<file path="config.mk">
export PLATFORM = sky130hd
export DESIGN_NAME = ddr_read_prefetch_flat
export DESIGN_NICKNAME = d
export VERILOG_FILES = /design/src/rtl/ddr_read_prefetch_if.sv /design/src/rtl/ddr_read_prefetch.sv /design/src/flat_wrapper.sv
export SDC_FILE = /design/constraint.sdc
export NUM_CORES = 1
export LEC_CHECK = 0
export ABC_AREA = 1
export BUFFER_PORTS_ARGS = -buffer_cell sky130_fd_sc_hd__buf_2
export CORE_UTILIZATION = 46
export DETAILED_ROUTE_END_ITERATION = 12
export PLACE_DENSITY = 0.65
export REMOVE_ABC_BUFFERS = 1
export SETUP_SLACK_MARGIN = 0.4
export SLEW_MARGIN = 5
export SYNTH_ARGS = -nofsm -noshare
export SYNTH_HDL_FRONTEND = slang
export SYNTH_SLANG_ARGS = --single-unit
</file>
<file path="constraint.sdc">
create_clock -name clk133_p -period 2.8 [get_ports clk133_p]
set_input_delay 0.56 -clock clk133_p [delete_from_list [all_inputs] [get_ports clk133_p]]
set_output_delay 0.56 -clock clk133_p [all_outputs]
set_load 0.1 [all_outputs]
</file>
<file path="src/rtl/ddr_read_prefetch_if.sv">
// Single-word read handshake between the framebuffer prefetcher and the Ddr controller.
interface ddr_read_prefetch_if;
    logic        read;
    logic [23:0] readAddress;
    logic        readAcknowledge;
    logic [15:0] readData;

    modport master (
        output read,
        output readAddress,
        input  readAcknowledge,
        input  readData
    );

    modport slave (
        input  read,
        input  readAddress,
        output readAcknowledge,
        output readData
    );
endinterface

</file>
<file path="src/rtl/ddr_read_prefetch.sv">
// Framebuffer read prefetcher: walks FRAME_WORDS words from BASE_ADDR into a small FIFO for the pixel path.
// Optional build macro PREFETCH_WATERMARK_EN adds full/half-full hysteresis to group reads into bursts.
module ddr_read_prefetch #(
    parameter int unsigned FIFO_DEPTH  = 16,
    parameter int unsigned LEVEL_W     = 5,
    parameter logic [23:0] BASE_ADDR   = 24'h000000,
    parameter int unsigned FRAME_WORDS = 307200
) (
    input  logic               clk133_p,
    input  logic               rst,
    input  logic               frameStart,
    input  logic               pixelRequest,
    output logic [15:0]        pixelData,
    output logic               pixelValid,
    output logic               underflow,
    output logic [LEVEL_W-1:0] fifoLevel,
    ddr_read_prefetch_if.master ddr
);

    localparam int PTR_W = $clog2(FIFO_DEPTH);
    localparam int CNT_W = $clog2(FRAME_WORDS + 1);
    localparam logic [LEVEL_W-1:0] FULL_LVL  = LEVEL_W'(FIFO_DEPTH);
    localparam logic [CNT_W-1:0]   LAST_WORD = CNT_W'(FRAME_WORDS - 1);
    localparam logic [CNT_W-1:0]   FRAME_CNT = CNT_W'(FRAME_WORDS);

    typedef enum logic [1:0] {IDLE, FETCH, DONE} state_t;

    state_t             state_q, state_d;
    logic               read_q, read_d;
    logic [23:0]        addr_q, addr_d;
    logic [CNT_W-1:0]   cnt_q, cnt_d;
    logic [PTR_W-1:0]   wptr_q, wptr_d;
    logic [PTR_W-1:0]   rptr_q, rptr_d;
    logic [LEVEL_W-1:0] level_q, level_d;
    logic [15:0]        pix_data_q, pix_data_d;
    logic               pix_vld_q, pix_vld_d;
    logic               uflow_q, uflow_d;
    logic               pend_q, pend_d;
    logic               hold_d;
    logic [15:0]        mem_q [FIFO_DEPTH];

    logic outstanding, ack, restart, pix_flush, push, pop;

`ifdef PREFETCH_WATERMARK_EN
    localparam logic [LEVEL_W-1:0] HALF_LVL = LEVEL_W'(FIFO_DEPTH / 2);
    logic hold_q;
`endif

    // A restart never cancels an in-flight read; it waits for that ack and drops its data.
    assign outstanding = read_q && !ddr.readAcknowledge;
    assign ack         = read_q && ddr.readAcknowledge;
    assign restart     = (frameStart || pend_q) && !outstanding;
    assign pix_flush   = frameStart || restart;
    assign pop         = pixelRequest && !pix_flush && (level_q != '0);
    assign push        = ack && !restart;

    always_comb begin
        state_d    = state_q;
        addr_d     = addr_q;
        cnt_d      = cnt_q;
        wptr_d     = wptr_q;
        rptr_d     = rptr_q;
        level_d    = level_q + LEVEL_W'(push) - LEVEL_W'(pop);
        pix_data_d = pix_data_q;
        pix_vld_d  = pixelRequest;
        uflow_d    = uflow_q;
        pend_d     = pend_q;
        read_d     = 1'b0;

        if (frameStart && outstanding)
            pend_d = 1'b1;

        if (pixelRequest) begin
            pix_data_d = pop ? mem_q[rptr_q] : '0;
            if (!pix_flush && level_q == '0)
                uflow_d = 1'b1;
        end
        if (pop)
            rptr_d = rptr_q + PTR_W'(1);

        if (push) begin
            wptr_d = wptr_q + PTR_W'(1);
            addr_d = addr_q + 24'd1;
            cnt_d  = cnt_q + CNT_W'(1);
            if (cnt_q == LAST_WORD)
                state_d = DONE;
        end

        if (restart) begin
            state_d = FETCH;
            addr_d  = BASE_ADDR;
            cnt_d   = '0;
            wptr_d  = '0;
            rptr_d  = '0;
            level_d = '0;
            uflow_d = 1'b0;
            pend_d  = 1'b0;
        end

`ifdef PREFETCH_WATERMARK_EN
        hold_d = hold_q;
        if (level_d == FULL_LVL)
            hold_d = 1'b1;
        else if (level_d <= HALF_LVL)
            hold_d = 1'b0;
`else
        hold_d = 1'b0;
`endif

        // Request decision uses next-cycle level so read never runs ahead of free space.
        if (outstanding)
            read_d = 1'b1;
        else
            read_d = (state_d == FETCH) && (level_d < FULL_LVL) &&
                     (cnt_d < FRAME_CNT) && !hold_d;
    end

    always_ff @(posedge clk133_p) begin
        if (rst) begin
            state_q    <= IDLE;
            read_q     <= 1'b0;
            addr_q     <= BASE_ADDR;
            cnt_q      <= '0;
            wptr_q     <= '0;
            rptr_q     <= '0;
            level_q    <= '0;
            pix_data_q <= '0;
            pix_vld_q  <= 1'b0;
            uflow_q    <= 1'b0;
            pend_q     <= 1'b0;
        end else begin
            state_q    <= state_d;
            read_q     <= read_d;
            addr_q     <= addr_d;
            cnt_q      <= cnt_d;
            wptr_q     <= wptr_d;
            rptr_q     <= rptr_d;
            level_q    <= level_d;
            pix_data_q <= pix_data_d;
            pix_vld_q  <= pix_vld_d;
            uflow_q    <= uflow_d;
            pend_q     <= pend_d;
        end
    end

`ifdef PREFETCH_WATERMARK_EN
    always_ff @(posedge clk133_p) begin
        if (rst)
            hold_q <= 1'b0;
        else
            hold_q <= hold_d;
    end
`endif

    always_ff @(posedge clk133_p) begin
        if (push)
            mem_q[wptr_q] <= ddr.readData;
    end

    assign ddr.read        = read_q;
    assign ddr.readAddress = addr_q;
    assign pixelData       = pix_data_q;
    assign pixelValid      = pix_vld_q;
    assign underflow       = uflow_q;
    assign fifoLevel       = level_q;

    a_read_stable: assert property (@(posedge clk133_p) disable iff (rst)
        outstanding |=> read_q && $stable(addr_q));
    a_level_bound: assert property (@(posedge clk133_p) disable iff (rst)
        level_q <= FULL_LVL);
    a_no_overfill: assert property (@(posedge clk133_p) disable iff (rst)
        read_q |-> level_q < FULL_LVL);

endmodule

</file>
<file path="src/flat_wrapper.sv">
// flat-port wrapper written by rule: the top's interface ports become plain ports
module ddr_read_prefetch_flat 
#(
    parameter int unsigned FIFO_DEPTH  = 16,
    parameter int unsigned LEVEL_W     = 5,
    parameter logic [23:0] BASE_ADDR   = 24'h000000,
    parameter int unsigned FRAME_WORDS = 307200
)
  (clk133_p, rst, frameStart, pixelRequest, pixelData, pixelValid, underflow, fifoLevel, ddr_read, ddr_readAddress, ddr_readAcknowledge, ddr_readData);
  ddr_read_prefetch_if ddr_i ();
  input  logic clk133_p;
  input  logic rst;
  input  logic frameStart;
  input  logic pixelRequest;
  output logic [15:0] pixelData;
  output logic pixelValid;
  output logic underflow;
  output logic [LEVEL_W-1:0] fifoLevel;
  output wire logic [$bits(ddr_i.read)-1:0] ddr_read;
  output wire logic [$bits(ddr_i.readAddress)-1:0] ddr_readAddress;
  input wire logic [$bits(ddr_i.readAcknowledge)-1:0] ddr_readAcknowledge;
  input wire logic [$bits(ddr_i.readData)-1:0] ddr_readData;
  assign ddr_read = ddr_i.read;
  assign ddr_readAddress = ddr_i.readAddress;
  assign ddr_i.readAcknowledge = ddr_readAcknowledge;
  assign ddr_i.readData = ddr_readData;
  ddr_read_prefetch #(.FIFO_DEPTH(FIFO_DEPTH), .LEVEL_W(LEVEL_W), .BASE_ADDR(BASE_ADDR), .FRAME_WORDS(FRAME_WORDS)) u_core (.clk133_p(clk133_p), .rst(rst), .frameStart(frameStart), .pixelRequest(pixelRequest), .pixelData(pixelData), .pixelValid(pixelValid), .underflow(underflow), .fifoLevel(fifoLevel), .ddr(ddr_i));
endmodule
</file>
==> run_results.csv, run 1 <==
group,metric,value,unit
cells_and_area,fin_nets,1362,
worst_setup_path,crit_family,"adder cells",
power_and_ir_drop,seqPwrFrac,0.511,
power_and_ir_drop,p_comb_frac,0.047,
sta,hold_slack,0.3633,ns
min_path,hp-start,"ddr_readAcknowledge",
cells_and_area,areaGrowthSynthToFinish,16.73,%
cts,clock-root-buffer,"clkbuf_16",
synth,syn_avg_cell_area,11.20,sq um
synth,yosysWarningCount,0,
sta,setup_viol,0,
cts,cts_buffers,36,
sta,max_clock_freq,0.3876,GHz
global_routing,grt_first_pass_wirelength,50030,microns
synth,yosysSeqAreaShare,0.6779,
die,initial_utilization,0.4730,
worst_setup_path,required,3.24,ns
cells_and_area,drive_above_1_share,0.1727,
route,route.detailed.drc,0,
sta,finalClockSkew,0.02052,ns
worst_setup_path,slowest_stage,"fa_2",
die,dieArea,30610,sq um
worst_setup_path,critPathArrivalTime,3.02,ns
worst_setup_path,path_cells,"inv_2, ha_4, nand3_2, nor2_1, inv_1, nand4_1, inv_1, ha_1, inv_1, ha_2, fa_2, a21oi_2, o21bai_2, o21ai_2, nand2_1, nor2_1, nand3_1, a21oi_2",
sta,hold_viol,0,
cts,clock-sinks,338,
worst_setup_path,start_kind,"flip-flop",
worst_setup_path,critPathCaptureType,"flip-flop",
global_routing,grt_most_used_layer,"met2",
die,die_y,175.0,microns
sta,finalCritPeriodShare,0.9215,
global_routing,met1_usage,0.2764,
global_routing,antenna_found_initial,0,
synth,synth_cell_types,44,
global_routing,grt_pass1_vias,9210,
cts,cts-htree-levels,2,
global_routing,overflow,0,
worst_setup_path,rr_endpoint,"u_core.ddr.read",
global_routing,track_usage,0.2113,
synth,synth-edff-count,256,
power_and_ir_drop,p_total,10.63,mW
outcome,status,"finished, final reports clean",
sta,maxSlewHeadroom,0.3290,
worst_setup_path,r2r_slack,0.22,ns
power_and_ir_drop,worst_ir_drop_vdd,392.4,uV
synth,synthArstFlopShare,0,
die,die_x,175.0,microns
route,drt_iter0_markers,795,
worst_setup_path,slowest_delay,0.36,ns
min_path,min_path_type,"primary input to flip-flop",
synth,synth_area,13760,sq um
worst_setup_path,crit_top_cell,"inv_1",
die,core_area,29090,sq um
power_and_ir_drop,p_sw_frac,0.2134,
cts,clock_latency,0.52,ns
worst_setup_path,crit_fanout,2,
placed_design,hpwl,19010,microns
power_and_ir_drop,p_per_area,661.9,nW/um^2
power_and_ir_drop,intPower,8.363,mW
power_and_ir_drop,p_leak,5.837,nW
route,drt-total-wl,31770,microns
min_path,whs_path_depth,4,
worst_setup_path,critPathKind,"flip-flop to flip-flop",
global_routing,grt.met3_usage,0.03394,
die,io_pins,69,
power_and_ir_drop,p_sw,2.269,mW
flow_run,maxCapViolCount,0,
power_and_ir_drop,clkPwrFrac,0.442,
global_routing,grtUsageMet2,0.3603,
sta,rsz0062_at_grt,"true",
sta,tightest_slew,1.005,ns
route,ant_nets,0,
route,vias,9431,
worst_setup_path,reg2reg_depth,18,
sta,maxSlewViolCount,0,
route,wl_per_cell,18.27,microns
cells_and_area,num_antenna_cells,0,
synth,synth-main-ff-cell,"edfxtp_1",
cts,tritoncts,"yes",
synth,synth_cells,1229,
sta,fin_crit,2.580,ns
worst_setup_path,r2r_start,"u_core.fifoLevel[3]",
global_routing,grt_max_degree,69,
cts,path_clk_slew,0.06,ns
placed_design,port-buffer-count,68,
cts,hold_buffers,0,
cts,clockBufferDepth,3,
route,via_per_inst,5.423,
worst_setup_path,crit_buf_inv,4,
placed_design,gp_congestion,0.8278,
route,dr.pass1.iters,5,
die,rows,62,
min_path,hold_path_end,"u_core.pend_q",
synth,ys_ff_latch,338,
worst register-to-register path, delay by kind of cell (launching register included):
| kind | cells | cell delay (ns) |
|---|---|---|
| simple gates | 6 | 0.48 |
| flops | 1 | 0.32 |
| buf+inv | 4 | 0.23 |
| fa+ha+maj | 4 | 0.93 |
| compound gates | 4 | 0.56 |
cell usage in the layout, fill, tap and decap left out, types with 7 or more instances in the layout:
master,netlist,routed
nand2_1,292,292
a32o_1,21,21
o311ai_0,11,11
o21ai_0,14,13
nor2_2,3,19
xor2_1,8,8
o211ai_1,21,21
ha_1,13,11
inv_1,63,58
nor2_1,85,69
a21oi_1,151,149
dfxtp_1,82,77
buf_2,17,68
nor3_1,18,18
a22oi_1,32,32
edfxtp_1,256,256
nand3_1,36,35
nand4_1,17,17
clkbuf_16,0,37
clkbuf_1,39,7
clkinv_2,0,7
buf_4,1,52
metrics by stage:
stage / setup TNS, ns / util / cell area, sq um / setup slack, ns / std cells
global placement: -0.08712 / 0.5095 / 14820 / -0.08712 / 1670
floorplan: -47.52 / - / 13480 / -2.840 / 1164
global route: -0.05160 / 0.5522 / 16060 / -0.05160 / 1739
CTS: 0 / 0.5506 / 16020 / 0.1932 / 1737
finish: 0 / 0.5522 / 16060 / 0.2197 / 1739
detailed placement: -0.1400 / 0.5095 / 14820 / -0.1400 / 1670
cell type report:
type,instances,area [sq um]
clock inverter,18,172.7
clock buffer,48,1007
inverter,66,249.0
fill,2488,13030
timing repair buffer,125,830.8
multi-input combinational,760,3985
sequential,338,9338
tap,384,480.5
cell families after synthesis:
group	after synthesis	synth area share
and+or+nand+nor	473	0.1458
DFF	338	0.6779
AOI/OAI and AO/OA	262	0.1178
buffers and inverters	131	0.03810
adders and majority gates	14	0.01328
xor gates and xnor gates	11	0.007002
registers in the layout, indices dropped and copies added (netlist names), named ones only:
register	count
u_core.mem_q	256
u_core.ddr.readAddress	24
u_core.cnt_q	19
u_core.pixelData	16
u_core.fifoLevel	5
u_core.rptr_q	4
u_core.wptr_q	4
u_core.state_q	2
u_core.ddr.read	1
u_core.pend_q	1
u_core.pixelValid	1
u_core.underflow	1
how the worst max path moves through the flow:
| stage | startpoint | end | slack (ns) | cells past startpoint |
|---|---|---|---|---|
| floorplan | flip-flop | u_core.pixelData[0] | -2.84 | 7 |
| global placement | frameStart | u_core.ddr.read | -0.09 | 17 |
| detailed placement | frameStart | u_core.ddr.read | -0.14 | 17 |
| CTS | u_core.fifoLevel[2] | u_core.ddr.read | 0.19 | 18 |
| global route | u_core.fifoLevel[3] | u_core.ddr.read | -0.05 | 18 |
| finish | u_core.fifoLevel[3] | u_core.ddr.read | 0.22 | 18 |
routing by layer:
layer	vias up	wire, microns
met1	4574	13840
met3	44	1720
li1	4570	-
met5	-	0
met2	243	15520
met4	0	697
synth_stat cells (all sizes together) (2+ instances only):
cell type,instances,area share
nand2,297,0.082
edfxtp,256,0.56
a21oi,152,0.056
nor2,94,0.029
dfxtp,82,0.12
inv,65,0.018
clkbuf,39,0.011
nand3,36,0.013
a22oi,32,0.017
buf,26,0.0095
a32o,21,0.015
o211ai,21,0.011
nor3,20,0.0085
nand4,18,0.0086
o21ai,14,0.0051
ha,13,0.012
o311ai,11,0.0070
xor2,8,0.0051
and3,3,0.0014
o21bai,3,0.0016
xnor2,3,0.0019
a31oi,2,0.00091
nor3b,2,0.0011
nor4,2,0.00091
o21a,2,0.0011
repair_timing:
action | 4_1_cts | 5_1_grt
endpoints found under the setup margin | 2 | 3
buffers inserted | 1 | 2
gates cloned | 0 | 0
resized for setup | 4 | 11
pin swaps | 2 | 12
power groups by stage:
stage / sequential (mW) / combinational (mW) / clock (mW)
2_1_floorplan: 5.66 / 0.181 / 0
3_3_place_gp: 5.54 / 0.481 / 0
3_5_place_dp: 5.54 / 0.486 / 0
4_1_cts: 5.43 / 0.493 / 4.77
5_1_grt: 5.43 / 0.551 / 4.98
6_report: 5.43 / 0.504 / 4.69
Note: power is estimated with default switching activity, not from simulation.
==> inputs of run 2 (changes only) <==
--- a/config.mk
+++ b/config.mk
@@ -9,10 +9,11 @@
 export BUFFER_PORTS_ARGS = -buffer_cell sky130_fd_sc_hd__buf_2
 export CORE_UTILIZATION = 46
 export DETAILED_ROUTE_END_ITERATION = 12
-export PLACE_DENSITY = 0.65
+export PLACE_DENSITY = 0.77
 export REMOVE_ABC_BUFFERS = 1
 export SETUP_SLACK_MARGIN = 0.4
 export SLEW_MARGIN = 5
 export SYNTH_ARGS = -nofsm -noshare
 export SYNTH_HDL_FRONTEND = slang
 export SYNTH_SLANG_ARGS = --single-unit
+export TNS_END_PERCENT = 20
==> run 2 against run 1 <==
  * Setup slack gained 0.044 ns
  * Flip-flop and latch count is the same
  * Register-to-register slack gained 0.04 ns
  * Sequential power is essentially flat
  * Final cell count grew 0.52%
  * Die area is the same
  * Clock skew grew 0.0037 ns
  * Cell area grew 0.60%
  * Critical path type unchanged
  * Sequential share of layout area shrank 0.35 points
  * Clock-buffer cell count grew 1
  * Worst hold slack gained 0.0051 ns
==> run_results.csv, run 2 (synthesis results as in run 1) <==
group,metric,value,unit
cts,clock-sinks,338,
sta,tightest_slew,1.075,ns
sta,setup_viol,0,
cts,cts_buffers,35,
power_and_ir_drop,p_leak,5.876,nW
cts,cts-htree-levels,2,
route,drt-total-wl,31960,microns
sta,finalCritPeriodShare,0.9057,
route,dr.pass1.iters,5,
sta,fin_crit,2.536,ns
sta,maxSlewViolCount,0,
cells_and_area,layout_commonest_cell,"nand2_1",
worst_setup_path,slowest_stage,"dfxtp_2",
placed_design,gp_congestion,0.8409,
cells_and_area,most-common-layout-cells,"292 x nand2_1, 256 x edfxtp_1, 150 x a21oi_1",
power_and_ir_drop,p_total,10.68,mW
placed_design,hpwl,18770,microns
min_path,min_path_type,"primary input to flip-flop",
global_routing,grt_pass1_vias,9224,
cells_and_area,fin_nets,1372,
die,initial_utilization,0.4730,
sta,max_clock_freq,0.3943,GHz
sta,maxSlewHeadroom,0.2826,
global_routing,grt_first_pass_wirelength,49530,microns
die,dieArea,30610,sq um
die,rows,62,
cts,hold_buffers,0,
power_and_ir_drop,p_per_area,660.8,nW/um^2
worst_setup_path,critPathArrivalTime,2.98,ns
min_path,whs_path_depth,4,
worst_setup_path,start_kind,"flip-flop",
sta,finalClockSkew,0.02424,ns
cts,path_clk_slew,0.06,ns
placed_design,placed_area,14800,sq um
route,drt_iter0_markers,1027,
die,io_pins,69,
route,wl_per_cell,18.28,microns
sta,hold_viol,0,
route,vias,9734,
route,via_per_inst,5.569,
die,die_y,175.0,microns
global_routing,track_usage,0.2089,
global_routing,antenna_found_initial,0,
cells_and_area,final_util,0.5555,
die,core_area,29090,sq um
outcome,status,"finished, final reports clean",
cts,tritoncts,"yes",
worst_setup_path,critPathCaptureType,"flip-flop",
cells_and_area,drive_above_1_share,0.1834,
global_routing,grt_max_degree,65,
cts,clock_latency,0.52,ns
flow_run,maxCapViolCount,0,
placed_design,port-buffer-count,68,
sta,rsz0062_at_grt,"true",
worst_setup_path,path_cells,"inv_2, ha_4, nand3_2, nor2_2, inv_2, buf_4, buf_4, buf_4, buf_4, buf_4, buf_4, buf_4, buf_4, buf_4, buf_4, buf_4, buf_4, nor4_4, nor2_1, nor2_1",
worst_setup_path,slowest_delay,0.32,ns
worst_setup_path,crit_fanout,2,
cells_and_area,areaGrowthSynthToFinish,17.43,%
cells_and_area,top_register,"u_core.mem_q",
worst_setup_path,critPathKind,"flip-flop to flip-flop",
cts,clock-root-buffer,"clkbuf_16",
worst_setup_path,required,3.25,ns
power_and_ir_drop,worst_ir_drop_vdd,414.4,uV
cells_and_area,largest_register_ffs,256,
worst_setup_path,reg2reg_depth,20,
worst_setup_path,crit_top_cell,"buf_4",
cts,clockBufferDepth,3,
die,die_x,175.0,microns
route,ant_nets,0,
global_routing,overflow,0,
cells_and_area,final_area,16160,sq um
route,route.detailed.drc,0,
[run 2: cell types whose count changed in the layout (fill, tap and decap cells not counted), sizes merged]
cell / delta
buf: +11
clkinv: -4
bufinv: -1
clkbuf: +1
clkinvlp: +1
diode: +1
[run 2: repair_timing]
item / 4_1_cts / 5_1_grt
pin swaps: 12 / 10
endpoints found under the setup margin: 2 / 3
buffers inserted: 16 / 1
gates resized for setup: 13 / 8
[run 2: power breakdown]
| group | internal (mW) | total [mW] | switching (mW) |
|---|---|---|---|
| combinational | 0.206 | 0.617 | 0.411 |
| clock | 2.73 | 4.63 | 1.90 |
| sequential | 5.41 | 5.43 | 0.0197 |
[run 2: worst paths after layout]
kind	from	end	slack (ns)
worst min-delay path	ddr_readAcknowledge	u_core.pend_q	0.37
worst min register to register	u_core.pixelData[4]	u_core.pixelData[4]	0.46
worst max register to register	u_core.fifoLevel[3]	u_core.underflow	0.26
worst max-delay path	u_core.fifoLevel[3]	u_core.underflow	0.26
[run 2: layer usage]
layer,share of wire,vias up,track usage
li1,-,4592,-
met1,0.42,4715,0.2766
met2,0.47,364,0.3439
met3,0.070,63,0.03525
met4,0.030,0,0.08080
met5,0,-,0
[run 2: critical path: cells and delay by family (launching register included)]
| kind | cells | cell delay [ns] |
|---|---|---|
| flip-flops | 1 | 0.32 |
| adder cells (fa/ha/maj) | 1 | 0.13 |
| AND/OR/NAND/NOR | 5 | 0.43 |
| buffers and inverters | 14 | 1.58 |
[run 2: stage by stage]
| stage | TNS, ns | hold slack, ns | worst slack [ns] | instances |
|---|---|---|---|---|
| 6_report | 0 | 0.3684 | 0.2639 | 1748 |
| 4_1_cts | 0 | 0.3463 | 0.1471 | 1746 |
| 2_1_floorplan | -47.52 | 0.4389 | -2.840 | 1164 |
| 3_3_place_gp | -0.06913 | 0.4508 | -0.06913 | 1667 |
| 3_5_place_dp | -0.1718 | 0.4526 | -0.1718 | 1667 |
| 5_1_grt | 0 | 0.3913 | 0.09320 | 1747 |
[run 2: cell type report]
class | count | area (sq um)
inverters | 66 | 249.0
clock inverters | 14 | 151.4
repair buffers | 136 | 913.4
diodes | 1 | 2.502
well taps | 384 | 480.5
clock buffers | 49 | 1010
fillers | 2357 | 12930
flip-flops and latches | 338 | 9336
multi-input cells | 760 | 4016
==> inputs of run 3 (changes only) <==
--- a/config.mk
+++ b/config.mk
@@ -9,7 +9,7 @@
 export BUFFER_PORTS_ARGS = -buffer_cell sky130_fd_sc_hd__buf_2
 export CORE_UTILIZATION = 46
 export DETAILED_ROUTE_END_ITERATION = 12
-export PLACE_DENSITY = 0.77
+export PLACE_DENSITY_LB_ADDON = 0.2
 export REMOVE_ABC_BUFFERS = 1
 export SETUP_SLACK_MARGIN = 0.4
 export SLEW_MARGIN = 5
==> run 3 against run 2 <==
  * Wire length increased by 0.64%
  * Critical path depth shrank 2
  * Highest routed layer is now met5
  * Final cell count shrank 0.40%
  * Die area stayed put
  * Core utilization up 0.36 points
  * Global-route usage is 0.16 points higher
  * Worst hold slack got worse by 0.0043 ns
  * Largest power group unchanged
  * Clock-buffer cell count is 2 lower
  * Power grew 1.7%
==> run_results.csv, run 3 (synthesis results as in run 1) <==
group,metric,value,unit
die,die_y,175.0,microns
cts,clock-sinks,338,
min_path,hp-start,"ddr_readAcknowledge",
sta,maxSlewHeadroom,0.2547,
worst_setup_path,r2r_slack,0.23,ns
worst_setup_path,path_cells,"inv_2, ha_4, nand3_2, nor2_1, inv_1, nand4_1, inv_2, ha_1, inv_2, ha_4, fa_2, a21oi_2, o21bai_1, o21ai_1, nand2_1, nor2_1, nand3_1, a21oi_2",
cells_and_area,drive_above_1_share,0.1746,
global_routing,track_usage,0.2104,
power_and_ir_drop,worst_ir_drop_vdd,535.0,uV
placed_design,dp.cells,1659,
cts,cts-htree-levels,2,
placed_design,preCtsSetupSlack,-0.1384,ns
die,rows,62,
min_path,whs_path_depth,4,
route,vias,9446,
die,io_pins,69,
power_and_ir_drop,p_per_area,667.6,nW/um^2
route,ant_nets,0,
route,drt_iter0_markers,761,
placed_design,port-buffer-count,68,
cells_and_area,top_register,"u_core.mem_q",
worst_setup_path,crit_fanout,2,
route,dr.pass1.iters,5,
worst_setup_path,critPathKind,"flip-flop to flip-flop",
global_routing,grt_max_degree,129,
power_and_ir_drop,p_leak,5.887,nW
worst_setup_path,slowest_stage,"fa_2",
die,initial_utilization,0.4730,
cells_and_area,final-instance-count-excl-fill,1741,
cells_and_area,fin_nets,1366,
global_routing,antenna_found_initial,2,
sta,rsz0062_at_grt,"true",
route,drt-total-wl,32170,microns
route,via_per_inst,5.426,
sta,maxSlewViolCount,0,
cts,clock-root-buffer,"clkbuf_16",
sta,finalClockSkew,0.01602,ns
worst_setup_path,start_kind,"flip-flop",
die,die_x,175.0,microns
sta,finalCritPeriodShare,0.9176,
sta,fin_ws,0.2308,ns
worst_setup_path,rr_endpoint,"u_core.ddr.read",
cells_and_area,most-common-layout-cells,"292 x nand2_1, 256 x edfxtp_1, 149 x a21oi_1",
cts,tritoncts,"yes",
worst_setup_path,crit_top_cell,"inv_2",
route,route.detailed.drc,0,
worst_setup_path,critPathArrivalTime,3.01,ns
die,core_area,29090,sq um
power_and_ir_drop,p_comb_frac,0.050,
cts,clockBufferDepth,3,
power_and_ir_drop,seqPwrFrac,0.500,
cts,clock_latency,0.51,ns
placed_design,placed_area,14780,sq um
die,dieArea,30610,sq um
power_and_ir_drop,p_sw,2.260,mW
sta,tns,0,ns
global_routing,grt_pass1_vias,9130,
min_path,min_path_type,"primary input to flip-flop",
cells_and_area,layout_commonest_cell,"nand2_1",
worst_setup_path,reg2reg_depth,18,
placed_design,gp_congestion,0.8441,
global_routing,grt_first_pass_wirelength,49760,microns
sta,tightest_slew,1.117,ns
sta,setup_viol,0,
flow_run,maxCapViolCount,0,
global_routing,overflow,0,
power_and_ir_drop,p_sw_frac,0.2082,
cells_and_area,areaGrowthSynthToFinish,18.19,%
cts,cts_buffers,36,
cells_and_area,largest_register_ffs,256,
power_and_ir_drop,clkPwrFrac,0.450,
cells_and_area,final_area,16260,sq um
sta,fin_crit,2.569,ns
worst_setup_path,critPathCaptureType,"flip-flop",
placed_design,hpwl,17910,microns
cts,path_clk_slew,0.06,ns
route,wl_per_cell,18.48,microns
sta,hold_viol,0,
sta,max_clock_freq,0.3892,GHz
min_path,hold_path_end,"u_core.pend_q",
worst_setup_path,required,3.24,ns
worst_setup_path,slowest_delay,0.34,ns
power_and_ir_drop,intPower,8.598,mW
outcome,status,"finished, final reports clean",
worst_setup_path,r2r_start,"u_core.fifoLevel[2]",
cells_and_area,num_antenna_cells,0,
## run 3: routing by layer
layer	share of wire	track usage	vias to the layer above	wire length (microns)
met3	0.053	0.03285	59	1711
met5	0.00078	0	-	25
li1	-	-	4588	-
met1	0.46	0.2892	4532	14660
met2	0.47	0.3424	263	14980
met4	0.024	0.06848	4	787
## run 3: what timing repair did
action	in CTS	in global routing
buffers inserted	13	3
resized for setup	9	22
gates cloned	0	2
pin swaps	5	11
hold buffers	0	0
setup endpoints to repair	2	25
endpoints found under the hold margin	0	0
## run 3: how the worst max path moves through the flow
stage                                    from                   to  slack [ns]
after floorplan                     flip-flop  u_core.pixelData[0]       -2.84
after global placement             frameStart      u_core.ddr.read       -0.07
after detailed placement           frameStart      u_core.ddr.read       -0.14
after CTS                 u_core.fifoLevel[2]      u_core.ddr.read        0.21
after global routing      u_core.fifoLevel[2]      u_core.ddr.read        0.01
final                     u_core.fifoLevel[2]      u_core.ddr.read        0.23
## run 3: power groups by stage
| stage | clock (mW) | combinational [mW] | sequential [mW] |
|---|---|---|---|
| finish | 4.88 | 0.543 | 5.43 |
| global route | 5.15 | 0.592 | 5.43 |
| CTS | 4.96 | 0.511 | 5.43 |
| floorplan | 0 | 0.181 | 5.66 |
| global placement | 0 | 0.480 | 5.54 |
| detailed placement | 0 | 0.488 | 5.54 |
## run 3: layout make-up
class	instances	area, sq um
clock buffers	47	983.4
clock inverters	17	232.7
fillers	2489	12830
inverters	66	249.0
multi-input cells	760	4004
flip-flops and latches	338	9338
well taps	384	480.5
repair buffers	129	975.9
## run 3: critical path, delay by kind of cell (launching register included)
family,cells,cell delay (ns)
fa+ha+maj,4,0.91
compound gates,4,0.53
simple gates,6,0.52
flops,1,0.32
buf+inv,4,0.24
## run 3: metrics by stage
| stage | util | hold slack [ns] | power (mW) |
|---|---|---|---|
| 4_1_cts | 0.5538 | 0.3414 | 10.91 |
| 2_1_floorplan | - | 0.4389 | 5.844 |
| 3_5_place_dp | 0.5079 | 0.4522 | 6.026 |
| 3_3_place_gp | 0.5079 | 0.4494 | 6.016 |
| 6_report | 0.5591 | 0.3642 | 10.86 |
| 5_1_grt | 0.5591 | 0.3862 | 11.17 |
